File: src/rtl/writeback_queue.sv
// In-order result buffer that merges the ALU and load result streams into the
// register file's single write port, with two pending/bypass lookup ports.
module writeback_queue #(
    parameter int DEPTH = 4,
    parameter int AW    = 5,
    parameter int DW    = 32
) (
    input  logic                         clk,
    input  logic                         rst,
    input  logic                         alu_valid,
    input  logic [AW-1:0]                alu_rd,
    input  logic [DW-1:0]                alu_data,
    input  logic                         ld_valid,
    input  logic [AW-1:0]                ld_rd,
    input  logic [DW-1:0]                ld_data,
    output logic                         in_ready,
    input  logic                         wb_stall,
    output logic                         write_enable,
    output logic [AW-1:0]                write_address,
    output logic [DW-1:0]                data_in,
    input  logic [AW-1:0]                rs1_addr,
    input  logic [AW-1:0]                rs2_addr,
    output logic                         rs1_pending,
    output logic                         rs2_pending,
    output logic [DW-1:0]                rs1_fwd,
    output logic [DW-1:0]                rs2_fwd,
    output logic [$clog2(DEPTH+1)-1:0]   count
);
    localparam int PW = $clog2(DEPTH);
    localparam int CW = $clog2(DEPTH + 1);

    // Entry storage stays in flops: every entry is compared by the lookups each cycle.
    logic [AW-1:0] rd_mem   [DEPTH];
    logic [DW-1:0] data_mem [DEPTH];

    logic [PW-1:0] head_reg, head_next;
    logic [PW-1:0] tail_reg, tail_next;
    logic [CW-1:0] count_reg, count_next;

    logic          alu_enq, ld_enq, deq;
    logic [PW-1:0] ld_slot;
    logic [1:0]    enq_count;
    logic          not_empty;

    assign not_empty = (count_reg != '0);
    assign in_ready  = (count_reg <= CW'(DEPTH - 2));

    // Results offered while not ready are dropped; reset also blocks enqueue.
    assign alu_enq   = alu_valid && in_ready && !rst;
    assign ld_enq    = ld_valid  && in_ready && !rst;
    assign ld_slot   = tail_reg + PW'(alu_enq);
    assign enq_count = {1'b0, alu_enq} + {1'b0, ld_enq};
    assign deq       = not_empty && !wb_stall && !rst;

    assign head_next  = head_reg + PW'(deq);
    assign tail_next  = tail_reg + PW'(enq_count);
    assign count_next = count_reg + CW'(enq_count) - CW'(deq);

    always_ff @(posedge clk) begin
        if (rst) begin
            head_reg  <= '0;
            tail_reg  <= '0;
            count_reg <= '0;
        end else begin
            head_reg  <= head_next;
            tail_reg  <= tail_next;
            count_reg <= count_next;
        end
    end

    always_ff @(posedge clk) begin
        if (alu_enq) begin
            rd_mem[tail_reg]   <= alu_rd;
            data_mem[tail_reg] <= alu_data;
        end
        if (ld_enq) begin
            rd_mem[ld_slot]   <= ld_rd;
            data_mem[ld_slot] <= ld_data;
        end
    end

    assign write_enable  = deq;
    assign write_address = not_empty ? rd_mem[head_reg]   : '0;
    assign data_in       = not_empty ? data_mem[head_reg] : '0;
    assign count         = count_reg;

    // Scan oldest to youngest so the last hit is the youngest matching entry.
    for (genvar gi = 0; gi < 2; gi++) begin : g_lookup
        logic [AW-1:0] addr;
        logic          hit;
        logic [DW-1:0] val;

        assign addr = (gi == 0) ? rs1_addr : rs2_addr;

        always_comb begin
            hit = 1'b0;
            val = '0;
            for (int i = 0; i < DEPTH; i++) begin
                if ((CW'(i) < count_reg) && (rd_mem[head_reg + PW'(i)] == addr)) begin
                    hit = 1'b1;
                    val = data_mem[head_reg + PW'(i)];
                end
            end
        end
    end

    assign rs1_pending = g_lookup[0].hit;
    assign rs1_fwd     = g_lookup[0].val;
    assign rs2_pending = g_lookup[1].hit;
    assign rs2_fwd     = g_lookup[1].val;
endmodule

File: config.mk
export PLATFORM = sky130hd
export DESIGN_NAME = writeback_queue
export DESIGN_NICKNAME = d
export VERILOG_FILES = /design/src/rtl/writeback_queue.sv
export SDC_FILE = /design/constraint.sdc
export NUM_CORES = 1
export LEC_CHECK = 0
export ABC_AREA = 1
export CORE_MARGIN = 2
export CORE_UTILIZATION = 55
export CTS_CLUSTER_DIAMETER = 200
export DETAILED_ROUTE_END_ITERATION = 8
export PLACE_DENSITY = 0.88
export SLEW_MARGIN = 20
export SYNTH_ARGS = -nofsm -noshare
export SYNTH_HDL_FRONTEND = slang
export SYNTH_SLANG_ARGS = --single-unit
File: constraint.sdc
create_clock -name clk -period 5.65 [get_ports clk]
set_input_delay 1.13 -clock clk [delete_from_list [all_inputs] [get_ports clk]]
set_output_delay 1.13 -clock clk [all_outputs]
set_load 0.005 [all_outputs]
==> qor.txt, run 1 <==
status -> finished clean
die area -> 0.02657 mm²
vias in the first global route -> 14210
CP Class -> flop to output port
fin cells -> 2582
placed insts -> 2550
initial antenna violation count -> 0
RSZ-0062 raised after global routing -> no
# IOs -> 197
top cells by area, synth -> edfxtp_1 (32%), nand2_1 (19%), o21ai_0 (9.9%)
vias per cell -> 5.732
Synth-to-Final Area Change -> 18.97%
# setup viols final -> 0
reg2reg path depth -> 11
Synth Flop Type -> edfxtp_1
Core Box Area -> 0.02504 mm²
Rows -> 58
EDFF count, synth -> 148
Worst Skew -> 11.14 ps
H-Tree Level Count -> 4
gr usage total -> 32.67%
Layout Utilization -> 66.08%
number of routed nets with antenna violations -> 0
Total Wirelength -> 43.72 mm
layout cells sized above 1 -> 5.420%
clock buffer depth -> 2
detailed-route via count -> 14800
Worst Path Arrival -> 4110 ps
total CTS buffers -> 17
CP Data Required Time -> 4520 ps
Post-Synth XOR/XNOR Area -> 0.7558%
period utilization -> 92.67%
Synth top area share -> 31.96%
Clock Tree Root -> clkbuf_16
Warnings, synthesis -> 0
number of flip-flops in the largest register -> 128
setup total negative slack -> 0 ps
largest area contributor in the netlist -> edfxtp_1
gp weighted congestion -> 0.9358
top cells by count, synth -> nand2_1 (715), nor2_1 (298), o21ai_0 (274)
Setup Fix Bufs, Post-CTS -> 0
Hold Crit Depth -> 1
hold_buf cts -> 0
CTS tree -> yes
worst hold path type -> flop to flop
most common cell in the netlist -> nand2_1
Slew Limit Fails -> 0
complex-gate fraction of the synthesized area -> 12.48%
first-pass GRT wire length -> 68.54 mm
Max FO, Critical Path -> 46
DR WL/cell -> 16.93 µm
area post-placement -> 0.01595 mm²
Avg Inst Size Synth -> 6.507 µm²
Synth async-reset ratio -> 0%
Worst-Skew Late Latency -> 430 ps
setup slack, reg-to-reg -> 2040 ps
Hold Vio Cnt, Final -> 0
CP startpoint kind -> flop
Synth Net Count -> 2234
Post-Syn Area -> 0.01391 mm²
minimum clock period -> 5236 ps
HPWL after detailed placement -> 29.17 mm
Leakage -> 0.007670 µW
Syn Inst Count -> 2137
post-CTS sizing -> 0
post-synth cell types -> 36
maxcap violations -> 0
Initial DRC Count -> 1875
Post-Synth Adder-Cell Area -> 0.7738%
Max-Slew Margin vs Limit -> 35.99%
maximum VDD drop -> 0.2326 mV
Simple-Gate Fraction of Synth Area -> 35.85%
Seq/Total Area, Yosys -> 32.97%
Overall Power -> 5820 µW
drc violations -> 0
CTS Sinks -> 155
f_max -> 0.1910 GHz
worst-margin pin slew -> 958.8 ps
mux cell area share after synthesis -> 6.910%
power per cell area -> 351.8 mW/mm²
die width -> 163.0 µm
Initial Util -> 55.54%
Port-buffer cells -> 196
1st-pass router iterations -> 6
largest family of logic cells by synthesized area -> simple AND/OR/NAND/NOR gates
fillers -> 2130
clock-pin slew on the worst setup and hold paths -> 60 ps
Chip Height -> 163.0 µm
largest net degree at the start of global routing -> 124
gr ovfl total -> 0
register bit total from synthesis -> 155
fin nets -> 2336
cell area after layout -> 0.01654 mm²
CP endpoint kind -> output port
## logic make-up (layout without fill, tap and decap cells)
family,after synthesis,count (layout)
simple gates,1208,1208
mux,96,96
fa+ha+maj,8,8
buf+inv,329,443
xor+xnor,12,12
compound gates,329,329
other cells,0,1
flops,155,155
## power breakdown
group          internal (µW)  switching, µW
clock                    693            478
sequential              1480           92.3
combinational           1190           1890
## critical path, stage by stage, from the launching register on
cell	delay (ps)
dfxtp_4	400
buf_4	500
nand2_1	180
nand2_4	420
nand2_1	130
nand3_1	120
nand2_1	60
nor2_1	230
nand3_4	410
buf_12	330
nor2_1	120
nor2_1	50
nand2_1	90
nand2_1	50
nand2_1	50
clkdlybuf4s50_1	490
## layout make-up
type | count | area [µm²] | share of cell area [%]
Inverter | 183 | 691.9 | 4.182
Sequential cell | 155 | 4588 | 27.73
Timing Repair Buffer | 229 | 2235 | 13.51
Tap cell | 330 | 412.9 | 2.496
Clock buffer | 17 | 425.4 | 2.571
Multi-Input combinational cell | 1653 | 8019 | 48.47
Antenna cell | 1 | 2.502 | 0.01513
Clock inverter | 14 | 168.9 | 1.021
## per-stage QoR
stage               hold slack [ps]  setup WS (ps)
finish                        602.3          414.3
global route                  617.3          134.8
CTS                           586.3          448.9
detailed placement            567.2          731.0
global placement              566.7          823.6
floorplan                     472.7          929.2
## routing by layer
layer	track usage (%)	wire, µm	up-vias
li1	-	-	7101
met1	40.00	16710	6633
met2	54.95	20740	896
met3	5.959	4442	170
met4	17.14	1823	0
met5	0	0	-
## cells in the final DEF (no fill, tap or decap), drive strengths merged, types with 2 or more instances in the layout
cell	synthesis	final
a21oi	4	4
buf	106	33
bufinv	0	3
clkbuf	40	17
clkdlybuf4s50	0	196
clkinv	2	8
clkinvlp	0	2
dfxtp	7	7
edfxtp	148	148
ha	7	7
inv	181	184
mux2i	96	96
nand2	719	719
nand3	87	87
nand3b	34	34
nand4	33	33
nor2	301	301
o21a	31	31
o21ai	294	294
or2	32	32
xnor2	2	2
xor2	10	10
## worst paths after layout
kind / end / startpoint
setup / recovery: rs2_fwd[9] / head_reg[0]$_SDFF_PP0_
setup reg to reg: data_mem[2][20]$_DFFE_PP_ / count[1]$_SDFF_PP0_
hold / removal: count[2]$_SDFF_PP0_ / count[2]$_SDFF_PP0_
hold reg to reg: count[2]$_SDFF_PP0_ / count[2]$_SDFF_PP0_
Note: power is estimated with default switching activity, not from simulation.
==> run 2: changes to the inputs <==
--- a/config.mk
+++ b/config.mk
@@ -7,10 +7,10 @@
 export LEC_CHECK = 0
 export ABC_AREA = 1
 export CORE_MARGIN = 2
-export CORE_UTILIZATION = 55
+export CORE_UTILIZATION = 57
 export CTS_CLUSTER_DIAMETER = 200
 export DETAILED_ROUTE_END_ITERATION = 8
-export PLACE_DENSITY = 0.88
+export PLACE_DENSITY = 0.91
 export SLEW_MARGIN = 20
 export SYNTH_ARGS = -nofsm -noshare
 export SYNTH_HDL_FRONTEND = slang
==> qor.txt, run 2 (same netlist as run 1, synthesis figures left out) <==
vias per cell -> 5.721 (-0.19%)
CP startpoint kind -> flop
gr usage total -> 33.14% (+0.47 points)
crit path launch -> head_reg[0]$_SDFF_PP0_
Hold Vio Cnt, Final -> 0 (unchanged)
die width -> 160.2 µm (-1.7%)
Leakage -> 0.007649 µW (-0.28%)
Total Wirelength -> 42.77 mm (-2.2%)
layout cells sized above 1 -> 5.289% (-0.13 points)
die area -> 0.02566 mm² (-3.4%)
minimum clock period -> 5355 ps (+119.7 ps)
gp weighted congestion -> 0.9002 (-3.8%)
total CTS buffers -> 17 (unchanged)
first-pass GRT wire length -> 68.37 mm (-0.26%)
wire length on met2 -> 19.96 mm (-3.8%)
Max-Slew Margin vs Limit -> 33.93% (-2.1 points)
area post-placement -> 0.01590 mm² (-0.28%)
Rows -> 57 (-1.7%)
period utilization -> 94.79% (+2.1 points)
critical path's largest stage delay -> 690 ps (+190 ps)
fin cells -> 2575 (-0.27%)
CTS Sinks -> 155 (unchanged)
HPWL after detailed placement -> 28.29 mm (-3.0%)
f_max -> 0.1867 GHz (-2.2%)
Initial Util -> 57.69% (+2.1 points)
drc violations -> 0 (unchanged)
most common cell after layout, fill and taps aside -> nand2_1
worst-margin pin slew -> 991.1 ps (+32.35 ps)
initial antenna violation count -> 2 (+2)
number of routed nets with antenna violations -> 0 (unchanged)
maximum VDD drop -> 0.2498 mV (+7.4%)
Worst Path Arrival -> 4230 ps (+120 ps)
detailed-route via count -> 14730 (-0.46%)
Max FO, Critical Path -> 98 (+110%)
placed insts -> 2542 (-0.31%)
DR WL/cell -> 16.61 µm (-1.9%)
largest net degree at the start of global routing -> 109 (-12%)
commonest cells after routing, fill and taps aside -> nand2_1 (713), nor2_1 (297), o21ai_0 (270)
cell area after layout -> 0.01648 mm² (-0.37%)
hold_buf cts -> 0 (unchanged)
# IOs -> 197 (unchanged)
worst hold path type -> flop to flop
1st-pass router iterations -> 6 (unchanged)
DRT met1 WL -> 16.10 mm (-3.6%)
Layout Utilization -> 68.37% (+2.3 points)
Top cell by count, worst path -> nand2_1
Clock Tree Root -> clkbuf_16
highest metal used -> met4
Initial DRC Count -> 1789 (-4.6%)
Hold Path Origin -> tail_reg[1]$_SDFF_PP0_
clock-pin slew on the worst setup and hold paths -> 70 ps (about the same)
H-Tree Level Count -> 4 (unchanged)
Worst-Skew Late Latency -> 440 ps (about the same)
vias in the first global route -> 14080 (-0.87%)
Slew Limit Fails -> 0 (unchanged)
Port-buffer cells -> 196 (unchanged)
clock buffer depth -> 2 (unchanged)
setup total negative slack -> 0 ps (unchanged)
maxcap violations -> 0 (unchanged)
CP Data Required Time -> 4520 ps (about the same)
CP endpoint kind -> output port
number of flip-flops in the largest register -> 128 (unchanged)
FF-to-FF Start -> count[1]$_SDFF_PP0_
CTS tree -> yes
gr ovfl total -> 0 (unchanged)
Core Box Area -> 0.02411 mm² (-3.7%)
RSZ-0062 raised after global routing -> no
CP cell instances -> buf_12 > nand2_1 > nand3_1 > nand2_1 > nand2_1 > nand2_1 > nor2_1 > nand3_2 > buf_4 > nor2_1 > nand2_1 > nand3_1 > nand2_1 > nand2_1 > clkdlybuf4s50_1
# setup viols final -> 0 (unchanged)
power per cell area -> 349.6 mW/mm² (-0.63%)
Worst Skew -> 13.83 ps (+2.699 ps)
Chip Height -> 160.2 µm (-1.7%)
slowest CP cell -> dfxtp_4
Synth-to-Final Area Change -> 18.53%
status -> finished clean
CP Class -> flop to output port
fin nets -> 2334 (-0.086%)
met3 wire length -> 4.769 mm (+7.4%)
==> run 2: final timing paths <==
path,endpoint,slack [ps],cells after the start
worst max-delay path,rs1_fwd[19],290,15
worst max register to register,data_mem[3][6]$_DFFE_PP_,2270,11
worst min-delay path,tail_reg[1]$_SDFF_PP0_,620,1
worst min register to register,tail_reg[1]$_SDFF_PP0_,620,1
==> run 2: area by class of cell <==
cell class	instances	area, µm²
repair buffers	227	2223
fillers	1995	7624
inverters	183	691.9
diodes	1	2.502
multi-input cells	1653	7996
clock buffers	18	429.2
flip-flops and latches	155	4588
well taps	324	405.4
clock inverters	14	145.1
==> run 2: per-stage QoR <==
step                setup WS (ps)  power [µW]  hold slack, ps
floorplan                   929.2        3439           472.7
finish                      294.6        5763           617.9
global placement            632.1        4480           568.6
detailed placement          582.6        4573           569.7
CTS                         353.0        5705           590.7
global route                65.19        6091           629.4
==> run 2: worst max-delay path, delay by kind of cell, from the launching register on <==
family,cells,cell delay (ps)
AND/OR/NAND/NOR,12,1600
buffers and inverters,3,1420
flip-flops,1,690
==> run 2: where the power goes <==
group | internal [µW] | switching (µW)
logic | 1180 | 1840
registers | 1480 | 111
clock network | 651 | 488
==> run 2: what timing repair did <==
action,in CTS,in global routing
resized for setup,0,1
buffers inserted,0,0
setup endpoints to repair,0,1
==> run 2: routing by layer <==
| layer | vias up | track usage (%) |
|---|---|---|
| li1 | 7093 | - |
| met1 | 6514 | 41.42 |
| met2 | 940 | 55.21 |
| met5 | - | 0 |
| met3 | 185 | 5.792 |
| met4 | 0 | 17.12 |
==> run 3: changes to the inputs <==
--- a/config.mk
+++ b/config.mk
@@ -6,7 +6,6 @@
 export NUM_CORES = 1
 export LEC_CHECK = 0
 export ABC_AREA = 1
-export CORE_MARGIN = 2
 export CORE_UTILIZATION = 57
 export CTS_CLUSTER_DIAMETER = 200
 export DETAILED_ROUTE_END_ITERATION = 8
==> qor.txt, run 3 (same netlist as run 1, synthesis figures left out) <==
status -> finished clean
Clock Tree Root -> clkbuf_16
initial antenna violation count -> 0 (-2)
clock buffer depth -> 2 (unchanged)
vias in the first global route -> 13990 (-0.63%)
CP cell instances -> buf_4 > nand2_1 > nand3_1 > nand2_1 > nand2_1 > nand2_1 > nor2_1 > nand2_1 > nor2_4 > buf_12 > nand3b_1 > nand2_1 > nand2_1 > nand2_1 > clkdlybuf4s50_1
gr ovfl total -> 0 (unchanged)
die area -> 0.02502 mm² (-2.5%)
# setup viols final -> 0 (unchanged)
Max-Slew Margin vs Limit -> 26.79% (-7.1 points)
maximum VDD drop -> 0.2857 mV (+14%)
CP bufs+invs -> 3 (unchanged)
period utilization -> 92.18% (-2.6 points)
1st-pass router iterations -> 8 (+2)
H-Tree Level Count -> 4 (unchanged)
detailed-route via count -> 14880 (+0.98%)
fin nets -> 2336 (+0.086%)
n_diodes -> 0 (-1)
Initial DRC Count -> 1873 (+4.7%)
minimum clock period -> 5208 ps (-147.3 ps)
post-CTS sizing -> 0 (unchanged)
critical path's largest stage delay -> 710 ps (+20 ps)
power per cell area -> 353.7 mW/mm² (+1.2%)
fillers -> 1933 (-3.1%)
RSZ-0062 raised after global routing -> no
Worst Path Arrival -> 4080 ps (-150 ps)
Overall Power -> 5851 µW (+1.5%)
Chip Height -> 158.2 µm (-1.2%)
drc violations -> 0 (unchanged)
f_max -> 0.1920 GHz (+2.8%)
CP endpoint kind -> output port
HPWL after detailed placement -> 28.27 mm (about the same)
setup total negative slack -> 0 ps (unchanged)
Rows -> 56 (-1.8%)
gr usage total -> 34.92% (+1.8 points)
first-pass GRT wire length -> 67.54 mm (-1.2%)
Worst Skew -> 6.959 ps (-6.876 ps)
Top delay family on crit path -> simple AND/OR/NAND/NOR gates
Seq. cell area -> 0.004588 mm² (unchanged)
Hold Vio Cnt, Final -> 0 (unchanged)
Leakage -> 0.007678 µW (+0.37%)
most common cell after layout, fill and taps aside -> nand2_1
DR WL/cell -> 16.78 µm (+1.0%)
slowest CP cell -> buf_4
vias per cell -> 5.789 (+1.2%)
number of flip-flops in the largest register -> 128 (unchanged)
Multi-input gate area -> 0.008011 mm² (+0.19%)
Port-buffer cells -> 196 (unchanged)
# IOs -> 197 (unchanged)
met3 wire length -> 4.959 mm (+4.0%)
CP startpoint kind -> flop
hold_buf cts -> 0 (unchanged)
worst hold path type -> flop to flop
number of routed nets with antenna violations -> 0 (unchanged)
commonest cells after routing, fill and taps aside -> nand2_1 (713), nor2_1 (297), o21ai_0 (270)
worst-margin pin slew -> 1094 ps (+102.8 ps)
CTS Sinks -> 155 (unchanged)
Worst Hold Slack -> 596.2 ps (-21.69 ps)
highest metal used -> met4
CP Data Required Time -> 4520 ps (about the same)
Max FO, Critical Path -> 64 (-35%)
gp weighted congestion -> 0.9474 (+5.2%)
largest net degree at the start of global routing -> 75 (-31%)
DRT met1 WL -> 15.97 mm (-0.86%)
Top cell by count, worst path -> nand2_1
maxcap violations -> 0 (unchanged)
die width -> 158.2 µm (-1.2%)
Worst-Skew Late Latency -> 430 ps (about the same)
clock-pin slew on the worst setup and hold paths -> 60 ps (about the same)
Initial Util -> 58.72% (+1.0 points)
CTS tree -> yes
Core Box Area -> 0.02368 mm² (-1.8%)
Setup Fix Bufs, Post-CTS -> 0 (unchanged)
total CTS buffers -> 17 (unchanged)
CP Class -> flop to output port
wire length on met2 -> 20.51 mm (+2.7%)
Total Wirelength -> 43.12 mm (+0.82%)
Slew Limit Fails -> 0 (unchanged)
Synth-to-Final Area Change -> 18.96%
layout cells sized above 1 -> 5.375% (+0.086 points)
## run 3: final timing paths
check                                             from                   endpoint  slack (ps)  cells past startpoint
worst max-delay path            head_reg[0]$_SDFF_PP0_                rs2_fwd[30]         440                     15
worst max register to register     count[1]$_SDFF_PP0_  data_mem[2][19]$_DFFE_PP_        1880                     11
worst min-delay path            tail_reg[1]$_SDFF_PP0_     tail_reg[1]$_SDFF_PP0_         600                      1
worst min register to register  tail_reg[1]$_SDFF_PP0_     tail_reg[1]$_SDFF_PP0_         600                      1
## run 3: routing by layer
metal  up-vias  track usage (%)
met1      6611            42.13
met4         0            20.47
met5         -                0
met3       182            5.201
li1       7098                -
met2       986            59.11
## run 3: report_power, final
| part | total [µW] | switching [µW] | leakage (µW) | internal [µW] |
|---|---|---|---|---|
| Clock | 1210 | 476 | 0.000292 | 737 |
| Sequential | 1580 | 92.6 | 0.00141 | 1480 |
| Combinational | 3060 | 1880 | 0.00597 | 1180 |
| Total | 5850 | 2450 | 0.00768 | 3400 |
## run 3: metrics by stage
stage | cells | setup WS (ps) | area, µm² | utilization, %
2_1_floorplan | 2137 | 929.2 | 13910 | -
3_3_place_gp | 2539 | 795.3 | 15940 | 67.30
6_report | 2570 | 441.9 | 16540 | 69.85
5_1_grt | 2570 | 218.9 | 16540 | 69.85
3_5_place_dp | 2539 | 755.0 | 15940 | 67.30
4_1_cts | 2570 | 521.4 | 16540 | 69.85
## run 3: final cells by class
cell class                      instances  share of cell area (%)
Clock buffer                           20                   2.640
Clock inverter                         11                   1.014
Inverter                              183                   4.183
Multi-Input combinational cell       1653                   48.43
Sequential cell                       155                   27.74
Tap cell                              319                   2.413
Timing Repair Buffer                  229                   13.58
